File: src/rtl/timer_bank_pkg.sv
// Shared definitions for the multi-channel timer bank: FSM states, register
// offsets, CTRL field layout and mode codes.
package timer_bank_pkg;

    typedef enum logic [1:0] {
        IDLE = 2'd0,
        LOAD = 2'd1,
        CNT  = 2'd2,
        INT  = 2'd3
    } state_t;

    localparam logic [3:0] OFF_CTRL   = 4'h0;
    localparam logic [3:0] OFF_PRESET = 4'h4;
    localparam logic [3:0] OFF_COUNT  = 4'h8;
    localparam logic [3:0] OFF_STATUS = 4'hC;

    localparam int CTRL_EN_BIT   = 0;
    localparam int CTRL_MODE_LSB = 1;
    localparam int CTRL_MODE_W   = 2;
    localparam int CTRL_IM_BIT   = 3;
    localparam int CTRL_PSC_LSB  = 8;
    localparam int CTRL_PSC_W    = 8;

    // Only EN, MODE, IM and PSC exist; every other CTRL bit reads back 0.
    localparam logic [15:0] CTRL_MASK = 16'hFF0F;

    localparam logic [1:0] MODE_ONESHOT = 2'b00;
    localparam logic [1:0] MODE_RELOAD  = 2'b01;

    function automatic logic [31:0] merge_bytes(input logic [31:0] old_val,
                                                input logic [31:0] new_val,
                                                input logic [3:0]  be);
        logic [31:0] merged;
        for (int b = 0; b < 4; b++) begin
            merged[8*b +: 8] = be[b] ? new_val[8*b +: 8] : old_val[8*b +: 8];
        end
        return merged;
    endfunction

endpackage

File: src/rtl/timer_bank_channel.sv
// One timer channel: CTRL/PRESET/COUNT/STATUS registers, prescaler and the
// IDLE/LOAD/CNT/INT sequencer that produces a sticky, maskable interrupt.
module timer_channel
    import timer_bank_pkg::*;
#(
    parameter int CNT_W = 32
) (
    input  logic        clk,
    input  logic        reset,
    input  logic        wr_en,
    input  logic [1:0]  word_sel,
    input  logic [3:0]  byteen,
    input  logic [31:0] wdata,
    output logic [31:0] rdata,
    output logic        irq
);

    state_t                state_q, state_d;
    logic [15:0]           ctrl_q, ctrl_d;
    logic [CNT_W-1:0]      preset_q, preset_d;
    logic [CNT_W-1:0]      count_q, count_d;
    logic [CTRL_PSC_W-1:0] psc_cnt_q, psc_cnt_d;
    logic                  pend_q, pend_d;

    logic                   en;
    logic                   im;
    logic [CTRL_MODE_W-1:0] mode;
    logic [CTRL_PSC_W-1:0]  psc;
    logic                   ctrl_wr;
    logic                   preset_wr;
    logic                   status_wr;
    logic                   hw_set_pend;
    logic                   hw_clr_en;
    logic [31:0]            wr_merged;

    assign en   = ctrl_q[CTRL_EN_BIT];
    assign im   = ctrl_q[CTRL_IM_BIT];
    assign mode = ctrl_q[CTRL_MODE_LSB +: CTRL_MODE_W];
    assign psc  = ctrl_q[CTRL_PSC_LSB +: CTRL_PSC_W];

    assign ctrl_wr   = wr_en && (word_sel == OFF_CTRL[3:2]);
    assign preset_wr = wr_en && (word_sel == OFF_PRESET[3:2]);
    assign status_wr = wr_en && (word_sel == OFF_STATUS[3:2]);

    // The addressed register's current read value is the base for byte merging.
    assign wr_merged = merge_bytes(rdata, wdata, byteen);

    assign irq = pend_q & im;

    always_comb begin
        rdata = '0;
        case (word_sel)
            OFF_CTRL[3:2]:   rdata = {16'h0000, ctrl_q};
            OFF_PRESET[3:2]: rdata = 32'(preset_q);
            OFF_COUNT[3:2]:  rdata = 32'(count_q);
            OFF_STATUS[3:2]: rdata = {31'd0, pend_q};
            default:         rdata = '0;
        endcase
    end

    always_comb begin
        state_d     = state_q;
        ctrl_d      = ctrl_q;
        preset_d    = preset_q;
        count_d     = count_q;
        psc_cnt_d   = psc_cnt_q;
        pend_d      = pend_q;
        hw_set_pend = 1'b0;
        hw_clr_en   = 1'b0;

        case (state_q)
            IDLE: begin
                if (en) begin
                    state_d = LOAD;
                end
            end
            LOAD: begin
                count_d   = preset_q;
                psc_cnt_d = '0;
                state_d   = CNT;
            end
            CNT: begin
                if (!en) begin
                    state_d = IDLE;
                end else if (count_q == '0) begin
                    state_d     = INT;
                    hw_set_pend = 1'b1;
                end else if (psc_cnt_q == psc) begin
                    count_d   = count_q - CNT_W'(1);
                    psc_cnt_d = '0;
                end else begin
                    psc_cnt_d = psc_cnt_q + CTRL_PSC_W'(1);
                end
            end
            INT: begin
                // Reserved modes fall into the one-shot branch.
                case (mode)
                    MODE_RELOAD: state_d = en ? LOAD : IDLE;
                    default: begin
                        hw_clr_en = 1'b1;
                        state_d   = IDLE;
                    end
                endcase
            end
            default: state_d = IDLE;
        endcase

        if (preset_wr) begin
            preset_d = wr_merged[CNT_W-1:0];
        end

        if (ctrl_wr) begin
            ctrl_d = wr_merged[15:0] & CTRL_MASK;
        end else if (hw_clr_en) begin
            ctrl_d[CTRL_EN_BIT] = 1'b0;
        end

        // A hardware set beats both the W1C and the CTRL-write clear.
        if (hw_set_pend) begin
            pend_d = 1'b1;
        end else if (ctrl_wr || (status_wr && byteen[0] && wdata[0])) begin
            pend_d = 1'b0;
        end
    end

    always_ff @(posedge clk or posedge reset) begin
        if (reset) begin
            state_q   <= IDLE;
            ctrl_q    <= '0;
            preset_q  <= '0;
            count_q   <= '0;
            psc_cnt_q <= '0;
            pend_q    <= 1'b0;
        end else begin
            state_q   <= state_d;
            ctrl_q    <= ctrl_d;
            preset_q  <= preset_d;
            count_q   <= count_d;
            psc_cnt_q <= psc_cnt_d;
            pend_q    <= pend_d;
        end
    end

endmodule

File: src/rtl/timer_bank.sv
// Memory-mapped bank of NUM_CH timer channels: window decode, per-channel
// write strobes, combinational read mux and per-channel interrupt levels.
module timer_bank
    import timer_bank_pkg::*;
#(
    parameter int          NUM_CH = 2,
    parameter int          CNT_W  = 32,
    parameter logic [31:0] BASE   = 32'h0000_7F00
) (
    input  logic              clk,
    input  logic              reset,
    input  logic [31:0]       addr,
    input  logic              we,
    input  logic [3:0]        byteen,
    input  logic [31:0]       wdata,
    output logic              hit,
    output logic [31:0]       rdata,
    output logic [NUM_CH-1:0] irq
);

    localparam logic [32:0] WIN_END = {1'b0, BASE} + 33'(16 * NUM_CH);

    logic [27:0]       slot_idx;
    logic [1:0]        word_sel;
    logic [NUM_CH-1:0] ch_wr;
    logic [31:0]       ch_rdata [NUM_CH];

    // BASE is 16-byte aligned, so the slot index is a plain upper-bit difference.
    assign slot_idx = addr[31:4] - BASE[31:4];
    assign word_sel = addr[3:2];
    assign hit      = (addr >= BASE) && ({1'b0, addr} < WIN_END);

    for (genvar g = 0; g < NUM_CH; g++) begin : g_ch
        assign ch_wr[g] = we && hit && (slot_idx == 28'(g));

        timer_channel #(
            .CNT_W(CNT_W)
        ) u_channel (
            .clk     (clk),
            .reset   (reset),
            .wr_en   (ch_wr[g]),
            .word_sel(word_sel),
            .byteen  (byteen),
            .wdata   (wdata),
            .rdata   (ch_rdata[g]),
            .irq     (irq[g])
        );
    end

    always_comb begin
        rdata = '0;
        for (int i = 0; i < NUM_CH; i++) begin
            if (hit && (slot_idx == 28'(i))) begin
                rdata = ch_rdata[i];
            end
        end
    end

endmodule

File: config.mk
export PLATFORM = sky130hd
export DESIGN_NAME = timer_bank
export DESIGN_NICKNAME = d
export VERILOG_FILES = /design/src/rtl/timer_bank_pkg.sv /design/src/rtl/timer_bank_channel.sv /design/src/rtl/timer_bank.sv
export SDC_FILE = /design/constraint.sdc
export NUM_CORES = 1
export LEC_CHECK = 0
export CORE_MARGIN = 3
export CORE_UTILIZATION = 37
export DETAILED_ROUTE_END_ITERATION = 8
export GPL_TIMING_DRIVEN = 0
export HOLD_SLACK_MARGIN = 0.12
export MAX_ROUTING_LAYER = met4
export PLACE_DENSITY_LB_ADDON = 0.12
export SLEW_MARGIN = 20
export SYNTH_ARGS = -nofsm -noshare
export SYNTH_HDL_FRONTEND = slang
export SYNTH_SLANG_ARGS = --single-unit
File: constraint.sdc
create_clock -name clk -period 7.5 [get_ports clk]
set_clock_uncertainty 0.1 [all_clocks]
set_input_delay 0.75 -clock clk [delete_from_list [all_inputs] [get_ports clk]]
set_output_delay 0.75 -clock clk [all_outputs]
set_load 0.03 [all_outputs]
After elaboration in Yosys (flattened, before gate mapping)
Index checks and enable logic that the tools add are counted.
{"block": "word_totals", "reg_bits": 174, "inputBits": 71, "word_cells": 141}
{"block": "classes", "n_addsub": 5, "n_lt_le_gt_ge": 2, "n_eq_ne": 24, "n_mux": 58, "n_bitwise": 2, "reduce_logical": 36}
{"cell": "32-bit two-way mux", "n": 8}
{"cell": "32-bit one-hot mux with 4 select lines", "n": 2}
{"cell": "32-bit one-hot mux with 2 select lines", "n": 2}
{"cell": "8-bit two-way mux", "n": 14}
{"cell": "32-bit zero test", "n": 2}
{"cell": "32-bit by 1-bit subtractor with 32-bit output, second input constant", "n": 2}
{"cell": "32-bit by 15-bit >= comparator with 1-bit output, second input constant", "n": 1}
{"cell": "32-bit by 15-bit < comparator with 1-bit output, second input constant", "n": 1}
{"cell": "8-bit one-hot mux with 2 select lines", "n": 2}
{"cell": "28-bit by 1-bit == test with 1-bit output, second input constant", "n": 1}
{"cell": "28-bit zero test", "n": 1}
{"cell": "28-bit by 11-bit subtractor with 28-bit output, second input constant", "n": 1}
{"cell": "1-bit two-way mux", "n": 20}
{"cell": "8-bit by 1-bit adder with 8-bit output, second input constant", "n": 2}
{"cell": "8-bit == test", "n": 2}
{"cell": "1-bit logical AND", "n": 16}
{"cell": "2-bit two-way mux", "n": 8}
{"cell": "2-bit one-hot mux with 4 select lines", "n": 2}
{"cell": "2-bit == test, second input constant", "n": 6}
{"cell": "2-bit by 1-bit inequality test with 1-bit output, second input constant", "n": 6}
{"cell": "2-bit nonzero test", "n": 6}
{"cell": "2-bit by 1-bit == test with 1-bit output, second input constant", "n": 5}
{"cell": "4-bit AND reduction", "n": 2}
{"cell": "2-bit zero test", "n": 3}
{"cell": "6 further kinds", "n": 12}

Depth between registers and ports, before layout
{"block": "depth", "word_depth": 10, "ltp_mapped": 10, "ltp_nobuf": 8}

Modules after synthesis
A second synthesis with hierarchy kept.
{"block": "unflattened", "hier_cells": 1282, "hier_area_um2": 11378.4}
{"mod": "timer_channel (g_ch[0].u_channel)", "instances": 1, "cells_per_inst": 606, "area_per_inst_um2": 5296.3, "seq_area_each_um2": 2177.1}
{"mod": "timer_channel (g_ch[1].u_channel)", "instances": 1, "cells_per_inst": 584, "area_per_inst_um2": 5136.2, "seq_area_each_um2": 2177.1}
{"mod": "timer_bank", "instances": 1, "cells_per_inst": 92, "area_per_inst_um2": 945.9, "seq_area_each_um2": 0.0}

Worst setup path before layout
No wires, ideal clock.
{"block": "synth_timing", "path_type": "input port to output port", "startpoint": "input addr[15]", "endpoint": "output rdata[18]", "t_arrival_ns": 3.168, "slack_ns": 3.482, "path_stages": 6, "n_path_buf": 1, "cell_sequence": "or4bb_1 -> or3_1 -> nor2_1 -> nand2_1 -> clkbuf_1 -> o2bb2ai_1"}
{"block": "synth_via", "elab_chain_cells": 5}
{"element": "start, declared", "line_no": "timer_bank.sv:12", "source": "input logic [31:0] addr,"}
{"element": "32-bit by 15-bit >= comparator with 1-bit output / 32-bit by 15-bit < comparator with 1-bit output (equally long branches)", "line_no": "timer_bank.sv:31", "source": "assign hit = (addr >= BASE) && ({1'b0, addr} < WIN_END);"}
{"element": "1-bit logical AND (*)", "line_no": "timer_bank.sv:31"}
{"element": "via hit", "line_no": "timer_bank.sv:16", "source": "output logic hit,"}
{"element": "1-bit logical AND", "line_no": "timer_bank.sv:53", "source": "if (hit && (slot_idx == 28'(i))) begin"}
{"element": "32-bit two-way mux", "line_no": "timer_bank.sv:53"}
{"element": "32-bit two-way mux (*)", "line_no": "timer_bank.sv:53"}
{"element": "end, declared", "line_no": "timer_bank.sv:17", "source": "output logic [31:0] rdata,"}
The timed path passes the listed nets; every way through them passes the cells marked *.

Worst setup path after layout
{"block": "layout_timing", "startpoint": "input addr[9]", "endpoint": "output rdata[7]"}
{"block": "layout_via", "elab_chain_cells": 5}
{"element": "28-bit by 11-bit subtractor with 28-bit output (tied with other cells)", "line_no": "timer_bank.sv:29", "source": "assign slot_idx = addr[31:4] - BASE[31:4];"}
{"element": "28-bit zero test / 1-bit logical AND (equally long branches)", "line_no": "timer_bank.sv:53, timer_bank.sv:31"}
{"element": "1-bit logical AND", "line_no": "timer_bank.sv:53"}
{"element": "32-bit two-way mux", "line_no": "timer_bank.sv:53"}
{"element": "32-bit two-way mux (*)", "line_no": "timer_bank.sv:53"}
Mark *: on every way between the ends. The rest lies on a longest branch, timed or not.

==> impl_metrics.csv <==
group,metric,value,unit
logic_synthesis,synth_fp_nets,1400,
critical_path,critPathLaunchType,"input port",
power_and_ir_drop,leakagePower,0.00528,µW
critical_path,cp_slowest_cell,"nor3_1",
min_path,hold_path.class,"reg2reg",
logic_synthesis,yosysSeqAreaShare,0.404,
run_status,status,"finished clean",
critical_path,crit_path_frequent_cell,"clkdlybuf4s50_1",
critical_path,path_cells,"clkdlybuf4s50_1 -> or4bb_1 -> or3_1 -> nor3_1 -> clkbuf_1 -> o2bb2ai_1 -> clkdlybuf4s50_1",
drt,drtPass1Iterations,5,
min_path,min_path_cells,1,
flow_run,cap_violations,0,
die,ios,106,
timing,finalHoldViolCount,0,
critical_path,rr_endpoint,"g_ch[1].u_channel.count_q[1]",
min_path,hp-start,"g_ch[0].u_channel.psc_cnt_q[7]",
drt,antenna_left,0,
logic_synthesis,synth_area_leaders,"dfrtp_1, o21ai_0, nand2_1",
place,dp_hpwl,31300,µm
logic_synthesis,ys_warn_count,0,
logic_synthesis,async_reset_ff_frac,1.00,
timing,max_slew_margin,0.296,
global_route,grt_remaining_overflow,0,
final_layout,layout.nets,1522,
timing,slew_viol_final,0,
place,routabilityCongestion,0.908,
logic_synthesis,postSynthAreaPerCell,8.19,µm²
logic_synthesis,netlist.area_leader.share,0.404,
critical_path,endpoint_kind,"primary output",
critical_path,path_max_fanout,10,
die,core_area,0.0282,mm²
clock_network,tritoncts,"yes",
critical_path,slowest_delay,0.76,ns
final_layout,area_delta_synth_final,20.0,%
place,dpl_cell_area,0.0123,mm²
die,die_w,177,µm
die,row_count,61,
drt,vias,11000,
timing,worst_slew_pin_slew,1.05,ns
drt,dr.first_iter.drc_count,1249,
clock_network,hold_buffers,0,
clock_network,clock_sinks,174,
critical_path,r2r.worst_path.cells,8,
clock_network,post_cts_buffers,0,
clock_network,h-tree-depth,4,
global_route,grt_pass1_wl,63700,µm
die,start_util,0.382,
global_route,grt_pass1_vias,10600,
timing,max_freq,189,MHz
power_and_ir_drop,peakVddDrop,0.150,mV
timing,fin_crit_sh,0.704,
die,die_h,177,µm
drt,via_per_inst,6.01,
clock_network,cts_made_buffers,17,
critical_path,crit_type,"in2out",
critical_path,r2r-start,"g_ch[1].u_channel.count_q[12]",
final_layout,drive_above_1_share,0.0372,
logic_synthesis,synth_edf_count,0,
logic_synthesis,synth_seq_cells,174,
timing,setup_viol,0,
clock_network,clkLatencyLatePin,0.45,ns
final_layout,diodes,0,
critical_path,critPathArrivalTime,4.43,ns
critical_path,cp_data_required_time,6.65,ns
clock_network,cts_resized,0,
timing,final.min_clock_period,5.28,ns
clock_network,clkTransAtPathRegs,0.08,ns
final_layout,fin_util,0.458,
logic_synthesis,yosysUniqueCellTypes,66,
logic_synthesis,synth_ff_type,"dfrtp_1",
final_layout,final_area,0.0129,mm²
critical_path,ff2ff_setup_slack,4.19,ns
power_and_ir_drop,p_per_area,158,mW/mm²
global_route,track_usage,0.271,
clock_network,cts-root-buf,"clkbuf_16",
logic_synthesis,synth_area_leader_cell,"dfrtp_1",
global_route,grt_max_degree,71,
place,io_buffers,101,
drt,drc,0,
clock_network,clk_path_buf_depth,2,
drt,routed_wl,41200,µm
min_path,hold_end,"g_ch[0].u_channel.psc_cnt_q[7]",
logic_synthesis,syn_area,0.0108,mm²
timing,rsz0062_at_grt,"no",
logic_synthesis,synthCells,1317,
global_route,antenna_found_initial,0,
drt,wl_per_cell,22.5,µm
die,die-area,0.0312,mm²
## state kept, by name (all words and copies together) (netlist names)
signal                    count
g_ch.u_channel.preset_q      64
g_ch.u_channel.count_q       64
g_ch.u_channel.ctrl_q        24
g_ch.u_channel.state_q        4
g_ch.u_channel.pend_q         2
g_ch.u_channel.psc_cnt_q     16
## Yosys cell counts (4+ instances only)
| master | instances |
|---|---|
| buf_1 | 4 |
| nor2_1 | 66 |
| a2bb2oi_1 | 9 |
| mux2i_1 | 29 |
| a211oi_1 | 4 |
| nand3_1 | 32 |
| a221oi_1 | 4 |
| o21ai_0 | 204 |
| a22o_1 | 32 |
| o2bb2ai_1 | 19 |
| o32ai_1 | 8 |
| dfrtp_1 | 174 |
| buf_2 | 5 |
| or3_1 | 18 |
| inv_1 | 31 |
| clkbuf_1 | 80 |
| a22oi_1 | 24 |
| nand2_1 | 209 |
| a21oi_1 | 70 |
| a311oi_1 | 4 |
| and4_1 | 5 |
| ha_1 | 12 |
| xnor2_1 | 18 |
| nor4_1 | 23 |
| a21o_1 | 4 |
| and2_1 | 6 |
| and3_1 | 11 |
| o22a_1 | 7 |
| nand2b_1 | 57 |
| o22ai_1 | 25 |
| nand4_1 | 15 |
| nor3_1 | 25 |
| o31ai_1 | 7 |
| nor2b_1 | 6 |
| a31oi_1 | 12 |
| or4_1 | 6 |
## critical path, delay by kind of cell
kind | cells | cell delay, ns
buffers and inverters | 3 | 1.78
and+or+nand+nor | 3 | 1.60
AOI/OAI and AO/OA | 1 | 0.29
## cells in the final DEF, fill, tap and decap left out, types with 12 or more instances in the layout
master	synthesis	routed
a21oi_1	70	70
a22o_1	32	32
a22oi_1	24	24
a31oi_1	12	12
clkbuf_1	80	80
clkbuf_16	0	17
clkdlybuf4s50_1	0	101
dfrtp_1	174	174
ha_1	12	12
inv_1	31	30
mux2i_1	29	29
nand2_1	209	209
nand2b_1	57	57
nand3_1	32	32
nand4_1	15	15
nor2_1	66	66
nor3_1	25	25
nor4_1	23	23
o21ai_0	204	204
o22ai_1	25	25
o2bb2ai_1	19	19
or3_1	18	18
xnor2_1	18	18
## cell families after synthesis
group | Yosys count | synth area share
AOI/OAI and AO/OA | 461 | 0.266
xor gates and xnor gates | 20 | 0.0162
adders and majority gates | 12 | 0.0139
buffers and inverters | 124 | 0.0451
DFF | 174 | 0.404
muxes | 31 | 0.0311
and+or+nand+nor | 495 | 0.224
## worst max-delay path by stage
stage,from,to,cells past startpoint
after floorplan,reset,g_ch[0].u_channel.count_q[0],1
after global placement,reset,g_ch[0].u_channel.psc_cnt_q[2],2
after detailed placement,addr[9],rdata[6],7
after CTS,addr[9],rdata[6],7
after global routing,addr[9],rdata[6],7
final,addr[9],rdata[7],7
## per-stage QoR
stage	total power, µW	worst slack (ns)	hold slack, ns	instances	TNS (ns)
global route	2120	2.14	0.442	1829	0
CTS	2060	2.37	0.411	1829	0
finish	2040	2.22	0.407	1829	0
detailed placement	1140	2.36	0.399	1798	0
floorplan	1060	1.93	0.363	1317	0
global placement	1140	-0.962	0.393	1796	-163.80
## report_power, final
group / internal, µW / switching [µW] / leakage, µW
sequential: 939 / 3.17 / 0.00242
combinational: 70.3 / 111 / 0.00256
clock: 478 / 441 / 0.000294
## metal layers
layer / track usage / share of wire / wire length [µm] / vias to the layer above
li1: - / - / - / 5069
met1: 0.384 / 0.46 / 19000 / 5372
met2: 0.405 / 0.44 / 18200 / 498
met3: 0.0519 / 0.078 / 3210 / 56
met4: 0.0615 / 0.018 / 760 / 0
met5: - / 0 / 0 / -
## cell type report
type | instances | area (µm²)
Fill cell | 2856 | 15300
Multi-Input combinational cell | 1019 | 5950
Sequential cell | 174 | 4350
Timing Repair Buffer | 103 | 1070
Tap cell | 378 | 473
Clock buffer | 17 | 425
Buffer | 92 | 367
Clock inverter | 14 | 176
Inverter | 32 | 128
No activity file was read; power rests on OpenSTA's default activity.
